$ cat src/rtl/frg1_harness_pkg.sv
// Shared types and default parameters for the frg1 benchmark response harness.
package frg1_harness_pkg;
  localparam int RESP_W = 3;
  localparam int SIG_W  = 16;
  localparam int CNT_W  = 16;
  localparam logic [SIG_W-1:0] POLY = 16'h1021;

  typedef logic [RESP_W-1:0] resp_t;
  typedef logic [SIG_W-1:0]  sig_t;
  typedef logic [CNT_W-1:0]  cnt_t;

  typedef enum logic [1:0] {
    IDLE = 2'd0,
    RUN  = 2'd1,
    DONE = 2'd2
  } misr_state_t;
endpackage

$ cat src/rtl/frg1_resp_misr_step.sv
// misr_step: combinational next-signature of the MISR (shift, polynomial feedback,
// response folded into the low bits).
module misr_step #(
  parameter int               SIG_W  = 16,
  parameter int               RESP_W = 3,
  parameter logic [SIG_W-1:0] POLY   = 16'h1021
) (
  input  logic [SIG_W-1:0]  sig,
  input  logic [RESP_W-1:0] resp,
  output logic [SIG_W-1:0]  sig_nxt
);
  always_comb begin
    sig_nxt = {sig[SIG_W-2:0], 1'b0}
            ^ (sig[SIG_W-1] ? POLY : {SIG_W{1'b0}})
            ^ {{(SIG_W-RESP_W){1'b0}}, resp};
  end
endmodule

$ cat src/rtl/frg1_resp_misr.sv
// frg1_resp_misr: folds frg1 response vectors into a MISR and reports the final signature.
// Optional golden compare (pass/fail outputs) when FRG1_MISR_GOLDEN_CMP_EN is defined.
//
// state | meaning
// IDLE  | waiting for start, no run loaded
// RUN   | accepting response vectors until num_vec have been folded
// DONE  | final signature held on sig_out, sig_valid high
module frg1_resp_misr
  import frg1_harness_pkg::*;
#(
  parameter int               RESP_W = frg1_harness_pkg::RESP_W,
  parameter int               SIG_W  = frg1_harness_pkg::SIG_W,
  parameter int               CNT_W  = frg1_harness_pkg::CNT_W,
  parameter logic [SIG_W-1:0] POLY   = frg1_harness_pkg::POLY
) (
  input  logic              clk,
  input  logic              rst,
  input  logic              start,
  input  logic [CNT_W-1:0]  num_vec,
  input  logic [SIG_W-1:0]  sig_seed,
  input  logic              in_valid,
  output logic              in_ready,
  input  logic [RESP_W-1:0] resp,
  output logic              busy,
  output logic              sig_valid,
  output logic [SIG_W-1:0]  sig_out,
  output logic [CNT_W-1:0]  vec_count
`ifdef FRG1_MISR_GOLDEN_CMP_EN
  ,
  input  logic [SIG_W-1:0]  golden_sig,
  output logic              pass,
  output logic              fail
`endif
);
  misr_state_t      state, state_nxt;
  logic [CNT_W-1:0] num_q;
  logic [CNT_W-1:0] cnt_inc;
  logic [SIG_W-1:0] sig_nxt;
  logic             start_acc, acc, last_acc;

  misr_step #(.SIG_W(SIG_W), .RESP_W(RESP_W), .POLY(POLY)) u_step (
    .sig     (sig_out),
    .resp    (resp),
    .sig_nxt (sig_nxt)
  );

  // start is only honoured outside RUN, so a stray pulse cannot corrupt a run
  assign start_acc = start && (state != RUN);
  assign acc       = in_valid && (state == RUN);
  assign cnt_inc   = vec_count + CNT_W'(1);
  assign last_acc  = acc && (cnt_inc == num_q);

  always_ff @(posedge clk or posedge rst) begin
    if (rst) state <= IDLE;
    else     state <= state_nxt;
  end

  always_comb begin
    state_nxt = state;
    case (state)
      IDLE, DONE: if (start) state_nxt = (num_vec != '0) ? RUN : DONE;
      RUN:        if (last_acc) state_nxt = DONE;
      default:    state_nxt = IDLE;
    endcase
  end

  always_comb begin
    in_ready  = 1'b0;
    busy      = 1'b0;
    sig_valid = 1'b0;
    case (state)
      RUN: begin
        in_ready = 1'b1;
        busy     = 1'b1;
      end
      DONE:    sig_valid = 1'b1;
      default: ;
    endcase
  end

  always_ff @(posedge clk or posedge rst) begin
    if (rst) begin
      sig_out   <= '0;
      vec_count <= '0;
      num_q     <= '0;
    end else if (start_acc) begin
      sig_out   <= sig_seed;
      vec_count <= '0;
      num_q     <= num_vec;
    end else if (acc) begin
      sig_out   <= sig_nxt;
      vec_count <= cnt_inc;
    end
  end

`ifdef FRG1_MISR_GOLDEN_CMP_EN
  // An empty run compares the seed itself, since it becomes the final signature
  always_ff @(posedge clk or posedge rst) begin
    if (rst) begin
      pass <= 1'b0;
      fail <= 1'b0;
    end else if (start_acc) begin
      pass <= (num_vec == '0) && (sig_seed == golden_sig);
      fail <= (num_vec == '0) && (sig_seed != golden_sig);
    end else if (last_acc) begin
      pass <= (sig_nxt == golden_sig);
      fail <= (sig_nxt != golden_sig);
    end
  end
`endif
endmodule

$ cat config.mk
export PLATFORM = sky130hd
export DESIGN_NAME = frg1_resp_misr
export DESIGN_NICKNAME = d
export VERILOG_FILES = /design/src/rtl/frg1_harness_pkg.sv /design/src/rtl/frg1_resp_misr_step.sv /design/src/rtl/frg1_resp_misr.sv
export SDC_FILE = /design/constraint.sdc
export NUM_CORES = 1
export LEC_CHECK = 0
export BUFFER_PORTS_ARGS = -buffer_cell sky130_fd_sc_hd__buf_2
export CELL_PAD_IN_SITES_DETAIL_PLACEMENT = 1
export CELL_PAD_IN_SITES_GLOBAL_PLACEMENT = 1
export CORE_ASPECT_RATIO = 1.1
export CORE_MARGIN = 3
export CORE_UTILIZATION = 39
export CTS_CLUSTER_DIAMETER = 80
export DETAILED_ROUTE_END_ITERATION = 16
export GPL_TIMING_DRIVEN = 0
export PLACE_DENSITY = 0.8
export SETUP_SLACK_MARGIN = 0.4
export SLEW_MARGIN = 20
export SYNTH_ARGS = -nofsm -noshare
export SYNTH_HDL_FRONTEND = slang
export SYNTH_SLANG_ARGS = --single-unit
$ cat constraint.sdc
create_clock -name clk -period 2.75 [get_ports clk]
set_clock_uncertainty 0.1 [all_clocks]
set_input_delay 0 -clock clk [delete_from_list [all_inputs] [get_ports clk]]
set_output_delay 0 -clock clk [all_outputs]
set_load 0.03 [all_outputs]
# ---- Word-level counts from Yosys, hierarchy flattened
# Index checks and enable logic that the tools add are counted.
dict set report totals {
  out_inout_bits 35
  regBits 50
  word_cells 32
  input_bits 39
}
dict set report op_classes {
  bitwise_logic 2
  eq_ne 6
  add_sub_neg 1
  muxes 11
  n_reduce_logical 8
}
# cell n
set op_table {}
lappend op_table {{$mux 16} 4}
lappend op_table {{$add 16x1->16 const B} 1}
lappend op_table {{$eq 16x16->1} 1}
lappend op_table {{$reduce_bool 16->1} 1}
lappend op_table {{$xor 16x16->16} 1}
lappend op_table {{$xor 16x3->16} 1}
lappend op_table {{$mux 13} 1}
lappend op_table {{$mux 2} 3}
lappend op_table {{$ne 2x2->1 const B} 2}
lappend op_table {{$pmux 2 s2} 1}
lappend op_table {{$logic_and 1x1->1} 3}
lappend op_table {{$eq 2x1->1 const B} 1}
lappend op_table {{$eq 2x2->1 const B} 1}
lappend op_table {{$logic_not 2->1} 1}
lappend op_table {{$mux 1} 2}
lappend op_table {{$ne 2x1->1 const B} 1}
lappend op_table {{$reduce_and 2->1} 1}
lappend op_table {{$reduce_bool 2->1} 1}
lappend op_table {{$reduce_or 2->1} 1}

# ---- Depth between registers and ports, before layout
dict set report logic_depth {
  ltp_word 5
  mapped_depth 8
  ltp_nobuf 8
}

# ---- By module
# Synthesis repeated with hierarchy kept, for this count alone.
dict set report hier_totals {
  hier_cells 321
  area_unflattened_um2 2932.8
}
# mod area_each_um2 instances cells_each
set by_module_without_submodules {}
lappend by_module_without_submodules {frg1_resp_misr 2806.4 1 305}
lappend by_module_without_submodules {misr_step 126.4 1 16}

# ---- Worst setup path before layout
# No wires, ideal clock.
dict set report synth_path {
  path_kind {register -> register}
  startpoint {register vec_count[0]}
  endpoint {register state[0]}
  arrival_ns 2.346
  setup_slack_ns 0.176
  setup_time_ns 0.128
  synth_period_minus_slack_ns 2.574
  required_time_ns 2.522
  stages_incl_launch_ff 9
  cell_sequence {dfrtp_1 > ha_1 > and3_1 > nand2_1 > nor4_2 > mux2_2 > a211oi_1 > and4_1 > o32ai_1}
}
dict set report synth_via {
  elab_chain_cells 5
}
# item line_no
set synth_rtl {}
lappend synth_rtl {{start: declaration} frg1_resp_misr.sv:27} ;# output logic [CNT_W-1:0] vec_count
lappend synth_rtl {{start signal: assignment} frg1_resp_misr.sv:92} ;# vec_count <= cnt_inc;
lappend synth_rtl {{$add 16x1->16} frg1_resp_misr.sv:50} ;# assign cnt_inc = vec_count + CNT_W'(1);
lappend synth_rtl {{$eq 16x16->1} frg1_resp_misr.sv:51} ;# assign last_acc = acc && (cnt_inc == num_q);
lappend synth_rtl {{$logic_and 1x1->1} frg1_resp_misr.sv:51}
lappend synth_rtl {{$ne 2x2->1 (no line)} --}
lappend synth_rtl {{$reduce_and 2->1 (no line)} --}
lappend synth_rtl {{end signal: assignment} frg1_resp_misr.sv:55} ;# else state <= state_nxt;
lappend synth_rtl {{end: declaration} frg1_resp_misr.sv:35} ;# misr_state_t state, state_nxt;
# Every way passes these cells.
# A chain may end at the register's enable or synchronous reset.

# ---- Final worst setup path
dict set report layout_path {
  startpoint {register vec_count[11]}
  endpoint {register state[1]}
}
# Same word-level chain as after synthesis.

==> flow_summary.toml <==
[status]
status = "finished clean"

[drt]
drt_wl_total_mm = 10.3
drc = 0
vias = 3059
firstDrtPassIters = 4
wl_per_cell_um = 18.8
drt_iter0_drc = 78
antenna_left = 0
avgViaCountPerCell = 5.61
wl_met1_mm = 4.22
dr_wl_met2_mm = 5.32
highest_layer = "met4"
met3WireLength_um = 447

[die]
core_um2 = 6830
start_util_pct = 41.6
dieArea_um2 = 8330
die_x_um = 87.3
dieHeight_um = 95.4
rows = 31
io_pins = 74

[clock_network]
clk_pin_slew_worst_paths_ns = 0.11
clockBufferDepth = 2
numCtsBuffers = 5
ctsRootBufferMaster = "clkbuf_8"
cts_tree = "done"
numClockSinks = 50
htree_levels = 2
clk-insertion-delay-late_ns = 0.31

[critical_path]
r2r-end = "state[1]"
reg2reg_depth = 8
worst_path_largest_cell_delay_ns = 0.38
worstPathRequired_ns = 2.89
crit_fanout = 5
crit_type = "reg -> reg"
r2r-start = "vec_count[11]"
critPathLaunchType = "register"
endpoint = "state[1]"
crit_path_start = "vec_count[11]"
worst_setup_path_end_kind = "register"
rrSetupSlack_ns = 0.45
slowest_stage = "dfrtp_1"
cp_data_arrival_time_ns = 2.44
crit_chain = "buf_6, nand4_1, nor4_4, xnor2_1, mux2_4, a2111oi_4, and4_4, o21bai_1"

[power]
pwr-share-comb_pct = 46.3
p_leak_nw = 1.85
clkPwrFrac_pct = 14.6
cellPowerDensity_nw_per_um2 = 807
p_sw_mw = 1.44
ir_worst_vdd_mv = 0.601
seqPwrFrac_pct = 39.1
fin_total_pwr_mw = 3.18
p_sw_share_pct = 45.1
p_int_mw = 1.75

[timing]
relSlewSlack_pct = 59.7
timing.hold.ws_ns = 0.0164
period_needed_ns = 2.30
fmax_mhz = 434
rsz0062_at_grt = "true"
period_share_pct = 83.8
worst-slew-pin-transition_ns = 0.604
tns_ns = 0
setup_slack_ns = 0.446
setup_viol = 0
final_hold_viol_count = 0
drv_slew = 0

[global_route]
antenna_found_initial = 0
grt_usage_pct = 26.3
grt_max_degree = 32
grt_pass1_wl_mm = 16.8
grt_overflow_total = 0
grt_pass1_vias = 3268

[final_layout]
multi_input_area_um2 = 1560
layout_common_cells = "nand2_1, buf_2, dfrtp_1, dlygate4sd3_1, nor2_1"
diodes = 0
nNetsFinal = 502
utilization_pct = 57.8
regArea_um2 = 1260
syn_to_final_growth_pct = 39.1
drive_above_1_share_pct = 28.1
layout_commonest_cell = "nand2_1"
nFillCells = 831

[synth]
syn_nets = 378
synth_edf_count = 0
ys_types = 43
synth_top_cell_by_area = "dfrtp_1"
synth_area_leaders = "dfrtp_1, nand2_1, xnor2_1, o21ai_0, nor2_1"
async_flop_share_pct = 100
synth_top_area_share_pct = 44.1
ys_ff_latch = 50
ys_seq_area_share_pct = 44.1
synth_cells = 338
syn_area_um2 = 2840
synth_ff_type = "dfrtp_1"
syn_area_per_cell_um2 = 8.39
yosysWarningCount = 0

[place]
hpwl_mm = 6.58
io_buffers = 73
pre_cts_ws_ns = 0.178
gp_congestion = 0.909

[job]
drv_cap = 0

[worst_hold_path]
hold_class = "in -> reg"
hold-path-cell-count = 4
min_from = "in_valid"
## synthesized netlist by cell type (all sizes together) (2+ instances only)
library cell,n
nor2,32
a211oi,2
inv,4
dfrtp,50
o21ai,28
clkbuf,13
a31oi,10
nor4,9
nand2,89
nand4,6
nand2b,2
a22oi,3
and4,3
nand3,8
nor3,5
o31ai,4
a21oi,11
o21bai,2
mux2i,2
a22o,2
and3,4
xor2,5
xnor2,22
buf,8
mux2,2
nor2b,3
## power groups by stage
| stage | sequential (mW) | clock, mW | combinational (mW) |
|---|---|---|---|
| 2_1_floorplan | 1.48 | 0 | 0.674 |
| 3_3_place_gp | 1.26 | 0 | 1.26 |
| 3_5_place_dp | 1.27 | 0 | 1.30 |
| 4_1_cts | 1.23 | 0.470 | 1.41 |
| 5_1_grt | 1.28 | 0.504 | 1.60 |
| 6_report | 1.25 | 0.464 | 1.47 |
## critical path: cells and delay by family (launching register included)
| family | cells | cell delay [ns] |
|---|---|---|
| mux | 1 | 0.27 |
| buf+inv | 1 | 0.12 |
| compound gates | 2 | 0.43 |
| simple gates | 3 | 0.81 |
| flops | 1 | 0.38 |
| xor+xnor | 1 | 0.12 |
## sequential cells by signal (all words and copies together) (netlist names)
signal	cells
num_q	16
sig_out	16
state	2
vec_count	16
## cells by family after synthesis
| kind of cell | share of synthesized area (%) |
|---|---|
| fa+ha+maj | 0.441 |
| compound gates | 13.8 |
| flops | 44.1 |
| simple gates | 28.0 |
| buf+inv | 3.88 |
| mux | 1.50 |
| xor+xnor | 8.34 |
## area by class of cell
cell class / count / share of cell area (%)
multi-input combinational: 263 / 39.5
sequential: 50 / 31.9
timing repair buffer: 117 / 20.1
buffer: 21 / 3.17
tap: 82 / 2.60
clock buffer: 6 / 1.84
clock inverter: 2 / 0.444
inverter: 4 / 0.381
## how the worst min path moves through the flow
| stage | to | slack (ns) |
|---|---|---|
| finish | vec_count[3] | 0.02 |
| global route | sig_out[0] | 0.07 |
| CTS | vec_count[3] | 0.01 |
| detailed placement | sig_out[8] | -0.06 |
| global placement | sig_out[12] | 0.10 |
| floorplan | num_q[0] | 0.005 |
## timing repair
item                       CTS  global route
resized for setup            7            32
buffers inserted             3             6
hold buffers                34             0
pin swaps                    2             6
setup endpoints to repair   12            25
hold endpoints to repair    84             0
## per-layer routing
metal / track usage, % / up-vias
met5: 0 / -
met4: 9.59 / 0
met3: 5.01 / 20
li1: - / 1410
met1: 30.4 / 1539
met2: 47.8 / 90
## per-stage QoR
| step | area, um^2 | std cells |
|---|---|---|
| after global routing | 3950 | 545 |
| after floorplan | 2860 | 338 |
| after CTS | 3820 | 539 |
| after global placement | 3330 | 493 |
| after detailed placement | 3350 | 494 |
| final | 3950 | 545 |
Note: power is estimated with default switching activity, not from simulation.
